--- config.mk ---
export PLATFORM = sky130hd
export DESIGN_NAME = wave_draw_ctrl
export DESIGN_NICKNAME = d
export VERILOG_FILES = /design/src/rtl/wave_draw_ctrl.sv
export SDC_FILE = /design/constraint.sdc
export NUM_CORES = 1
export LEC_CHECK = 0
export CAP_MARGIN = 10
export CORE_AREA = 2 2 107 109
export CTS_CLUSTER_SIZE = 24
export DETAILED_ROUTE_END_ITERATION = 16
export DIE_AREA = 0 0 109 111
export PLACE_DENSITY = 0.65
export SLEW_MARGIN = 20
export SYNTH_ARGS = -nofsm -noshare
export SYNTH_HDL_FRONTEND = slang
export SYNTH_SLANG_ARGS = --single-unit
--- constraint.sdc ---
create_clock -name clk_vga -period 24 [get_ports clk_vga]
set_clock_uncertainty 0.2 [all_clocks]
set_input_delay 4.8 -clock clk_vga [delete_from_list [all_inputs] [get_ports clk_vga]]
set_output_delay 4.8 -clock clk_vga [all_outputs]
set_load 0.02 [all_outputs]
--- src/rtl/wave_draw_ctrl.sv ---
// rtl/wave_draw_ctrl.sv - frame buffer redraw scheduler: clear, then plot one captured waveform
module wave_draw_ctrl #(
    parameter int          WIDTH        = 300,
    parameter int          HEIGHT       = 200,
    parameter logic [11:0] BG_COLOUR    = 12'h000,
    parameter logic [11:0] TRACE_COLOUR = 12'h0F0
) (
    input  logic        clk_vga,
    input  logic        rst,
    input  logic        frame_start,
    input  logic        vga_enb,
    input  logic        capture_ready,
    output logic        capture_ack,
    output logic        busy,
    output logic        smp_en,
    output logic [8:0]  smp_addr,
    input  logic [7:0]  smp_data,
    output logic        fb_we,
    output logic [15:0] fb_addr,
    output logic [11:0] fb_din
);

    localparam logic [15:0] LAST_ADDR = 16'(WIDTH * HEIGHT - 1);
    localparam logic [8:0]  LAST_X    = 9'(WIDTH - 1);
    localparam logic [7:0]  BOTTOM_Y  = 8'(HEIGHT - 1);

    typedef enum logic [2:0] {
        IDLE    = 3'd0,
        CLEAR   = 3'd1,
        PLOT_RD = 3'd2,
        PLOT_WR = 3'd3,
        DONE    = 3'd4
    } state_t;

    state_t      state_q, state_d;
    logic [15:0] clr_addr_q, clr_addr_d;
    logic [8:0]  x_q, x_d;
    logic [8:0]  smp_addr_q;
    logic [7:0]  s_q;
    logic [7:0]  s_cur;
    logic        rd_q;
    logic [7:0]  y_drop;
    logic [7:0]  y_plot;
    logic [15:0] plot_addr;

    // The sample arrives the first PLOT_WR cycle; later (stalled) cycles reuse the held copy.
    assign s_cur     = rd_q ? smp_data : s_q;
    assign y_drop    = 8'((16'(s_cur) * 16'(HEIGHT)) >> 8);
    assign y_plot    = BOTTOM_Y - y_drop;
    assign plot_addr = 16'(y_plot) * 16'(WIDTH) + 16'(x_q);

    // State register
    always_ff @(posedge clk_vga or posedge rst) begin
        if (rst) begin
            state_q <= IDLE;
        end else begin
            state_q <= state_d;
        end
    end

    // Datapath registers: clear address, plot column, sample request address, held sample
    always_ff @(posedge clk_vga or posedge rst) begin
        if (rst) begin
            clr_addr_q <= 16'd0;
            x_q        <= 9'd0;
            smp_addr_q <= 9'd0;
            s_q        <= 8'd0;
            rd_q       <= 1'b0;
        end else begin
            clr_addr_q <= clr_addr_d;
            x_q        <= x_d;
            rd_q       <= (state_q == PLOT_RD);
            if (state_d == PLOT_RD) begin
                smp_addr_q <= x_d;
            end
            if (state_q == PLOT_WR) begin
                s_q <= s_cur;
            end
        end
    end

    // Next-state logic; a write state only advances on a cycle the scan-out leaves the port free
    always_comb begin
        state_d    = state_q;
        clr_addr_d = clr_addr_q;
        x_d        = x_q;
        case (state_q)
            IDLE: begin
                if (frame_start && capture_ready) begin
                    state_d    = CLEAR;
                    clr_addr_d = 16'd0;
                end
            end
            CLEAR: begin
                if (!vga_enb) begin
                    if (clr_addr_q == LAST_ADDR) begin
                        state_d = PLOT_RD;
                        x_d     = 9'd0;
                    end else begin
                        clr_addr_d = clr_addr_q + 16'd1;
                    end
                end
            end
            PLOT_RD: begin
                state_d = PLOT_WR;
            end
            PLOT_WR: begin
                if (!vga_enb) begin
                    if (x_q == LAST_X) begin
                        state_d = DONE;
                    end else begin
                        x_d     = x_q + 9'd1;
                        state_d = PLOT_RD;
                    end
                end
            end
            DONE: begin
                state_d    = IDLE;
                clr_addr_d = 16'd0;
            end
            default: begin
                state_d = IDLE;
            end
        endcase
    end

    // Output decode; the write strobe is gated by the live vga_enb so it never collides with scan-out
    always_comb begin
        busy        = (state_q != IDLE);
        capture_ack = (state_q == DONE);
        smp_en      = (state_q == PLOT_RD);
        smp_addr    = smp_addr_q;
        fb_we       = ((state_q == CLEAR) || (state_q == PLOT_WR)) && !vga_enb;
        fb_addr     = (state_q == PLOT_WR) ? plot_addr : clr_addr_q;
        fb_din      = 12'h000;
        if (state_q == CLEAR) begin
            fb_din = BG_COLOUR;
        end else if (state_q == PLOT_WR) begin
            fb_din = TRACE_COLOUR;
        end
    end

endmodule
# --- Word level (Yosys, flattened, before mapping) ---
# Index checks and enable logic that the tools add are counted.
totals:
  in_bits: 13
  register_bits: 46
  word_cells: 49
  output_inout_bits: 41
classes:
  n_reduce_logical: 8
  n_eq_ne: 10
  n_mul: 2
  muxes: 19
  addsub: 4
ops:
  columns: ["cell", "n"]
  rows:
  - ["16-bit 2-to-1 mux", 4]
  - ["16-bit case mux with 3 select lines", 1]
  - ["9-bit 2-to-1 mux", 4]
  - ["9-bit case mux with 2 select lines", 1]
  - ["16-bit by 1-bit adder with 16-bit output, second input constant", 1]
  - ["16-bit by 9-bit adder with 16-bit output", 1]
  - ["16-bit equality test, second input constant", 1]
  - ["8-bit 2-to-1 mux", 2]
  - ["3-bit 2-to-1 mux", 5]
  - ["8-bit by 7-bit multiplier with 14-bit output, second input constant", 1]
  - ["8-bit by 5-bit multiplier with 13-bit output, second input constant", 1]
  - ["12-bit 2-to-1 mux", 1]
  - ["3-bit case mux with 4 select lines", 1]
  - ["9-bit by 1-bit adder with 9-bit output, second input constant", 1]
  - ["3-bit by 2-bit equality test with 1-bit output, second input constant", 3]
  - ["9-bit equality test, second input constant", 1]
  - ["8-bit subtractor, first input constant", 1]
  - ["2-bit inequality test, second input constant", 3]
  - ["3-bit nonzero test", 2]
  - ["4-bit AND reduction", 1]
  - ["3-bit by 1-bit equality test with 1-bit output, second input constant", 1]
  - ["3-bit equality test, second input constant", 1]
  - ["3-bit zero test", 1]
  - ["1-bit logical AND", 2]
  - ["other kinds (2)", 2]

# --- Longest topological paths before layout ---
# Gate-level depths: netlist of run 1.
depth:
  word_depth: 6
  ltp_mapped: 34
  mapped_depth_nobuf: 33

# --- Least setup slack after synthesis of run 1 ---
# Ideal clock, no wire load.
synth_path:
  kind: "input port to output port"
  from: "input port smp_data[2]"
  to: "output port fb_addr[15]"
  path_slack_ps: 7358
  path_buffers: 0
  stages: 26
  required_time_ps: 19000
  t_arrival_ps: 11642
  path_cell_list: "mux2_2 > ha_1 > ha_1 > fa_1 > ha_1 > nor2b_1 > o31a_1 > a21oi_1 > inv_1 > ha_1 > a211o_1 > a21boi_2 > or2_1 > ha_1 > ha_1 > fa_1 > ha_1 > ha_1 > a2111oi_2 > o21ai_1 > a31o_1 > a21o_1 > a211oi_2 > nand4_2 > a2111oi_2 > nand3b_1"
synth_via:
  elab_chain_cells: 6
synth_rtl:
  columns: ["element", "line", "rtl"]
  rows:
  - ["start: declaration", "17", "input logic [7:0] smp_data,"]
  - ["8-bit 2-to-1 mux", "47", "assign s_cur = rd_q ? smp_data : s_q;"]
  - ["8-bit by 5-bit multiplier with 13-bit output", "48", "assign y_drop = 8'((16'(s_cur) * 16'(HEIGHT)) >> 8);"]
  - ["8-bit subtractor", "49", "assign y_plot = BOTTOM_Y - y_drop;"]
  - ["8-bit by 7-bit multiplier with 14-bit output", "50", "assign plot_addr = 16'(y_plot) * 16'(WIDTH) + 16'(x_q);"]
  - ["16-bit by 9-bit adder with 16-bit output", "50", null]
  - ["16-bit 2-to-1 mux", "134", "fb_addr = (state_q == PLOT_WR) ? plot_addr : clr_addr_q;"]
  - ["end: declaration", "19", "output logic [15:0] fb_addr,"]
# No other way between the ends.

# --- Worst setup path after layout of run 1 ---
layout_path:
  from: "input port smp_data[3]"
  to: "output port fb_addr[15]"
layout_via:
  elab_chain_cells: 6
layout_rtl:
  columns: ["element", "line", "rtl"]
  rows:
  - ["8-bit 2-to-1 mux", "47", null]
  - ["via s_cur[3]", "40", "logic [7:0] s_cur;"]
  - ["8-bit by 5-bit multiplier with 13-bit output", "48", null]
  - ["8-bit subtractor", "49", null]
  - ["8-bit by 7-bit multiplier with 14-bit output", "50", null]
  - ["16-bit by 9-bit adder with 16-bit output", "50", null]
  - ["16-bit 2-to-1 mux", "134", null]
# The timed path passes the listed nets, and every way through them passes these cells.

==> flow_summary.json, run 1 <==
{
  "hold_class": "register to register",
  "drtIter0Drc": 215,
  "final_antenna_net_count": 0,
  "grt_antenna_before_repair": 0,
  "fillers": 1051,
  "netlist_area_um2": 4820,
  "globalRoute.totalOverflow": 0,
  "synth_cells": 550,
  "nets": 684,
  "grt_max_degree": 47,
  "post-route-period-util_pct": 75.4,
  "rows": 39,
  "fin_tns_setup_ps": 0,
  "maxCapViolations": 0,
  "ys_ff_latch": 46,
  "die_x_um": 109,
  "status": "completed",
  "synthDistinctLibCells": 68,
  "cp_common_cell": "ha_1",
  "initial_utilization_pct": 43.5,
  "synth-edff-count": 0,
  "cpPeakStageDelay_ps": 600,
  "hold_viol_final": 0,
  "io_pins": 54,
  "power_density_nw_per_um2": 36.5,
  "via_per_inst": 5.49,
  "cp_max_fo": 7,
  "netlist.area_leader.share_pct": 23.9,
  "relSlewSlack_pct": 45.1,
  "post-cts-setup-buffers": 0,
  "synth.avg_cell_area_um2": 8.76,
  "route.vias.total": 4013,
  "ctsHoldBuffers": 0,
  "cp_slowest_cell": "clkdlybuf4s50_1",
  "seq_area_um2": 1150,
  "dp.final_hpwl_mm": 8.52,
  "antenna_cells": 0,
  "multi_input_area_um2": 3360,
  "synth_top_area_cell": "dfrtp_1",
  "die_h_um": 111,
  "crit_arrival_ps": 13100,
  "clk_pin_slew_worst_paths_ps": 60,
  "synth_warnings": 0,
  "grt_use_total_pct": 18.5,
  "drive_gt1_share_pct": 8.67,
  "syn2layout_area_growth_pct": 14.0,
  "layout_min_cycle_time_ps": 18100,
  "io_buffers": 45,
  "cts-resized-gates": 0,
  "core_area_um2": 11100,
  "numCtsBuffers": 5,
  "gp_congestion": 0.861,
  "drt-total-wl_mm": 10.9,
  "worstSetupPathType": "primary input to output pin",
  "die_area_um2": 12100,
  "cts_max_level": 2,
  "synthArstFlopShare_pct": 100,
  "grt_pass1_wl_mm": 18.2,
  "rsz0062_at_grt": "no",
  "critPathCaptureType": "output pin",
  "post-route-drc-count": 0,
  "drt_pass1_iterations": 4,
  "wire_per_inst_um": 14.9,
  "critical_path_required_ps": 19000,
  "cts_tree": "yes",
  "slew_viol_final": 0,
  "grt_pass1_vias": 3882,
  "ys_top_cells_by_area": "dfrtp_1 24%, ha_1 19%, mux2_2 4.7%",
  "cts_max_path_buffers": 2,
  "vdd_drop_max_uv": 41.3,
  "cts.sinks": 46,
  "tightest_slew_ps": 823,
  "whs_ps": 287,
  "timing.fmax_ghz": 0.0553,
  "ys_seq_area_share_pct": 23.9,
  "p_leak_uw": 0.00267,
  "start_kind": "primary input",
  "clock_latency_ps": 280,
  "synthFlopType": "dfrtp_1",
  "setup_viol": 0,
  "root_buffer": "clkbuf_16"
}
-- cell usage in the layout (no fill, tap or decap), types with 3 or more instances in the layout --
master,count
and3_1,10
and2_1,6
and4_1,4
o2111ai_1,3
nand4_1,4
xnor2_1,11
a21o_1,6
xor2_1,17
nor3_1,10
o21a_1,4
nor2_1,39
o21ai_1,5
mux2i_1,4
clkbuf_16,5
clkdlybuf4s50_1,45
o21ai_0,44
a31oi_1,3
o31ai_1,6
nand3_1,17
nor2b_1,4
ha_1,72
conb_1,8
dfrtp_1,46
nand2b_1,3
nand2_1,58
or2_2,4
inv_1,44
fa_1,11
nand3b_1,4
a211oi_1,4
mux2_2,20
a21oi_1,21
-- cell families after synthesis --
kind of cell | Yosys count | share of synthesized area (%)
AOI/OAI and AO/OA | 117 | 15.6
xor gates and xnor gates | 29 | 5.43
adders and majority gates | 83 | 23.3
buffers and inverters | 68 | 6.86
DFF | 46 | 23.9
muxes | 24 | 5.51
other | 1 | 0.0779
and+or+nand+nor | 182 | 19.4
-- final cells by class --
type	instances	share of cell area, %
repair buffers	46	8.34
clock buffers	6	2.53
flip-flops and latches	46	21.0
well taps	143	3.26
inverters	46	3.17
multi-input cells	443	61.2
clock inverters	1	0.547
-- per-stage QoR --
stage                     instances  instance area, µm²  total power, µW  worst slack, ps  util (%)
after global routing            731                5490              210             5450      49.6
after floorplan                 557                4840              107             7360         -
after detailed placement        724                5320              121             5930      48.0
after CTS                       731                5490              202             5920      49.6
after global placement          724                5320              121             6130      48.0
final                           731                5490              200             5900      49.6
-- per-layer routing --
metal,GRT usage [%],vias up,part of all wire (%)
li1,-,2003,-
met1,25.9,1917,48
met2,30.0,81,48
met3,2.47,12,3.4
met4,4.53,0,0.87
met5,0,-,0
-- sequential cells by signal, indices dropped and copies added, names as in the netlist --
| register | count |
|---|---|
| x_q | 9 |
| s_q | 8 |
| smp_addr | 9 |
| clr_addr_q | 16 |
| state_q | 3 |
| rd_q | 1 |
-- synthesized netlist by cell type, drive strengths merged, types with 7 or more instances --
| cell | n |
|---|---|
| fa | 11 |
| a21oi | 21 |
| a21o | 7 |
| o21ai | 49 |
| ha | 72 |
| xor2 | 18 |
| nor3 | 10 |
| dfrtp | 46 |
| and3 | 10 |
| nand2 | 59 |
| nor2 | 39 |
| inv | 46 |
| nand3 | 18 |
| clkbuf | 7 |
| mux2 | 20 |
| xnor2 | 11 |
| buf | 15 |
-- critical path: cells and delay by family --
kind	cells	cell delay, ps
xor gates and xnor gates	1	350
adders and majority gates	11	3650
muxes	1	300
buffers and inverters	7	1320
and+or+nand+nor	3	540
AOI/OAI and AO/OA	9	2120
-- worst paths after layout --
path	to	slack, ps	depth (start not counted)	from
worst min register to register	s_q[6]	290	2	s_q[6]
min in group asynchronous	clr_addr_q[1]	4770	2	rst
worst max-delay path	fb_addr[15]	5900	32	smp_data[3]
worst min-delay path	s_q[6]	290	2	s_q[6]
worst max register to register	smp_addr[6]	21340	6	state_q[0]
max in group asynchronous	x_q[5]	18330	2	rst
-- where the power goes --
part / internal (µW) / total, µW / switching, µW
sequential: 81.7 / 87.9 / 6.23
clock: 51.4 / 80.1 / 28.7
combinational: 14.0 / 32.2 / 18.2
(Power assumes the default switching activity.)
==> inputs of run 2 (changes only) <==
Settings changed: PLACE_DENSITY 0.65 to 0.68.
Clock period 24 ns to 16.3 ns, I/O delays scaled along.
==> flow_summary.json, run 2 (synthesis results as in run 1) <==
{
  "route.vias.total": 3972,
  "drt-total-wl_mm": 10.7,
  "final_cell_mix": "72 x ha_1, 58 x nand2_1, 46 x dfrtp_1",
  "layout_min_cycle_time_ps": 14950,
  "largest_reg_flops": 16,
  "grt_pass1_wl_mm": 18.2,
  "final_antenna_net_count": 0,
  "p_sw_share_pct": 26.6,
  "post-route-period-util_pct": 91.7,
  "post-route-drc-count": 0,
  "relSlewSlack_pct": 45.1,
  "p_sw_uw": 78.7,
  "cts_tree": "yes",
  "slew_viol_final": 0,
  "io_pins": 54,
  "cpPeakStageDelay_ps": 600,
  "power_density_nw_per_um2": 53.8,
  "drt_pass1_iterations": 4,
  "rsz0062_at_grt": "no",
  "via_per_inst": 5.43,
  "numCtsBuffers": 5,
  "wire_per_inst_um": 14.6,
  "cp_slowest_cell": "clkdlybuf4s50_1",
  "drtIter0Drc": 158,
  "dp.final_hpwl_mm": 8.35,
  "cp_max_fo": 7,
  "vdd_drop_max_uv": 69.2,
  "status": "completed",
  "globalRoute.totalOverflow": 0,
  "cts_max_path_buffers": 2,
  "p_total_uw": 295,
  "io_buffers": 45,
  "setup_viol": 0,
  "cts.sinks": 46,
  "comb_power_share_pct": 15.7,
  "critPathCaptureType": "output pin",
  "fillers": 1072,
  "p_clk_share_pct": 40.4,
  "cp-startpoint": "smp_data[2]",
  "post-cts-setup-buffers": 0,
  "p_leak_uw": 0.00267,
  "core_area_um2": 11100,
  "cts_max_level": 2,
  "syn2layout_area_growth_pct": 14.0,
  "root_buffer": "clkbuf_16",
  "grt_pass1_vias": 3952,
  "clock_latency_ps": 290,
  "cts-resized-gates": 0,
  "worstSetupPathType": "primary input to output pin",
  "rows": 39,
  "tightest_slew_ps": 823,
  "hold_class": "register to register",
  "gp_congestion": 0.931,
  "grt_antenna_before_repair": 0,
  "hold_path_startpoint": "s_q[7]",
  "power_frac_seq_pct": 43.9,
  "critical_path_required_ps": 12840,
  "final_common_cell": "ha_1",
  "crit_arrival_ps": 11490,
  "grt_use_total_pct": 18.7,
  "maxCapViolations": 0,
  "die_x_um": 109,
  "antenna_cells": 0,
  "ctsHoldBuffers": 0,
  "cp_common_cell": "ha_1",
  "intPower_uw": 217,
  "drive_gt1_share_pct": 8.67,
  "timing.fmax_ghz": 0.0669,
  "final_cells": 731,
  "hold_viol_final": 0,
  "die_area_um2": 12100,
  "fin_tns_setup_ps": 0,
  "initial_utilization_pct": 43.5,
  "r2r-start": "x_q[0]",
  "largest_register": "clr_addr_q",
  "place_inst": 724,
  "die_h_um": 111,
  "start_kind": "primary input",
  "clk_pin_slew_worst_paths_ps": 70,
  "grt_max_degree": 47,
  "nets": 684
}
==> run 2: per-layer routing <==
metal / up-vias / track usage (%) / routed length, µm
met3: 9 / 3.00 / 363
met5: - / 0 / 0
li1: 1997 / - / -
met1: 1898 / 25.4 / 4950
met4: 0 / 4.27 / 124
met2: 68 / 31.0 / 5220
==> run 2: worst max-delay path, delay by kind of cell <==
family | cells | cell delay [ps]
fa+ha+maj | 11 | 3670
compound gates | 8 | 2030
buf+inv | 5 | 1190
simple gates | 4 | 700
xor+xnor | 1 | 350
mux | 1 | 300
==> run 2: power groups by stage <==
stage	clock network [µW]	logic, µW	registers [µW]
floorplan	0	28.3	129
global placement	0	46.3	132
detailed placement	0	46.3	132
CTS	123	46.9	130
global route	128	51.8	131
finish	119	46.4	130
==> run 2: worst paths after layout <==
kind / cells after the start / endpoint / slack (ps)
worst max-delay path: 30 / fb_addr[15] / 1350
worst min-delay path: 2 / s_q[7] / 290
worst max register to register: 9 / smp_addr[7] / 13640
worst min register to register: 2 / s_q[7] / 290
max in group asynchronous: 2 / smp_addr[5] / 12180
min in group asynchronous: 2 / state_q[1] / 3210
==> run 2: final cells by class <==
class,count,area (µm²),area share (%)
clock buffer,6,139,2.53
sequential,46,1150,21.0
tap,143,179,3.26
timing repair buffer,46,458,8.34
clock inverter,1,30.0,0.547
multi-input combinational,443,3360,61.2
inverter,46,174,3.17
==> run 2: per-stage QoR <==
| step | instance area (µm²) | util, % | hold slack (ps) | worst slack, ps |
|---|---|---|---|---|
| finish | 5490 | 49.6 | 290 | 1350 |
| global route | 5490 | 49.6 | 332 | 865 |
| CTS | 5490 | 49.6 | 290 | 1350 |
| detailed placement | 5320 | 48.0 | 274 | 1360 |
| global placement | 5320 | 48.0 | 265 | 1520 |
| floorplan | 4840 | - | 248 | 2740 |
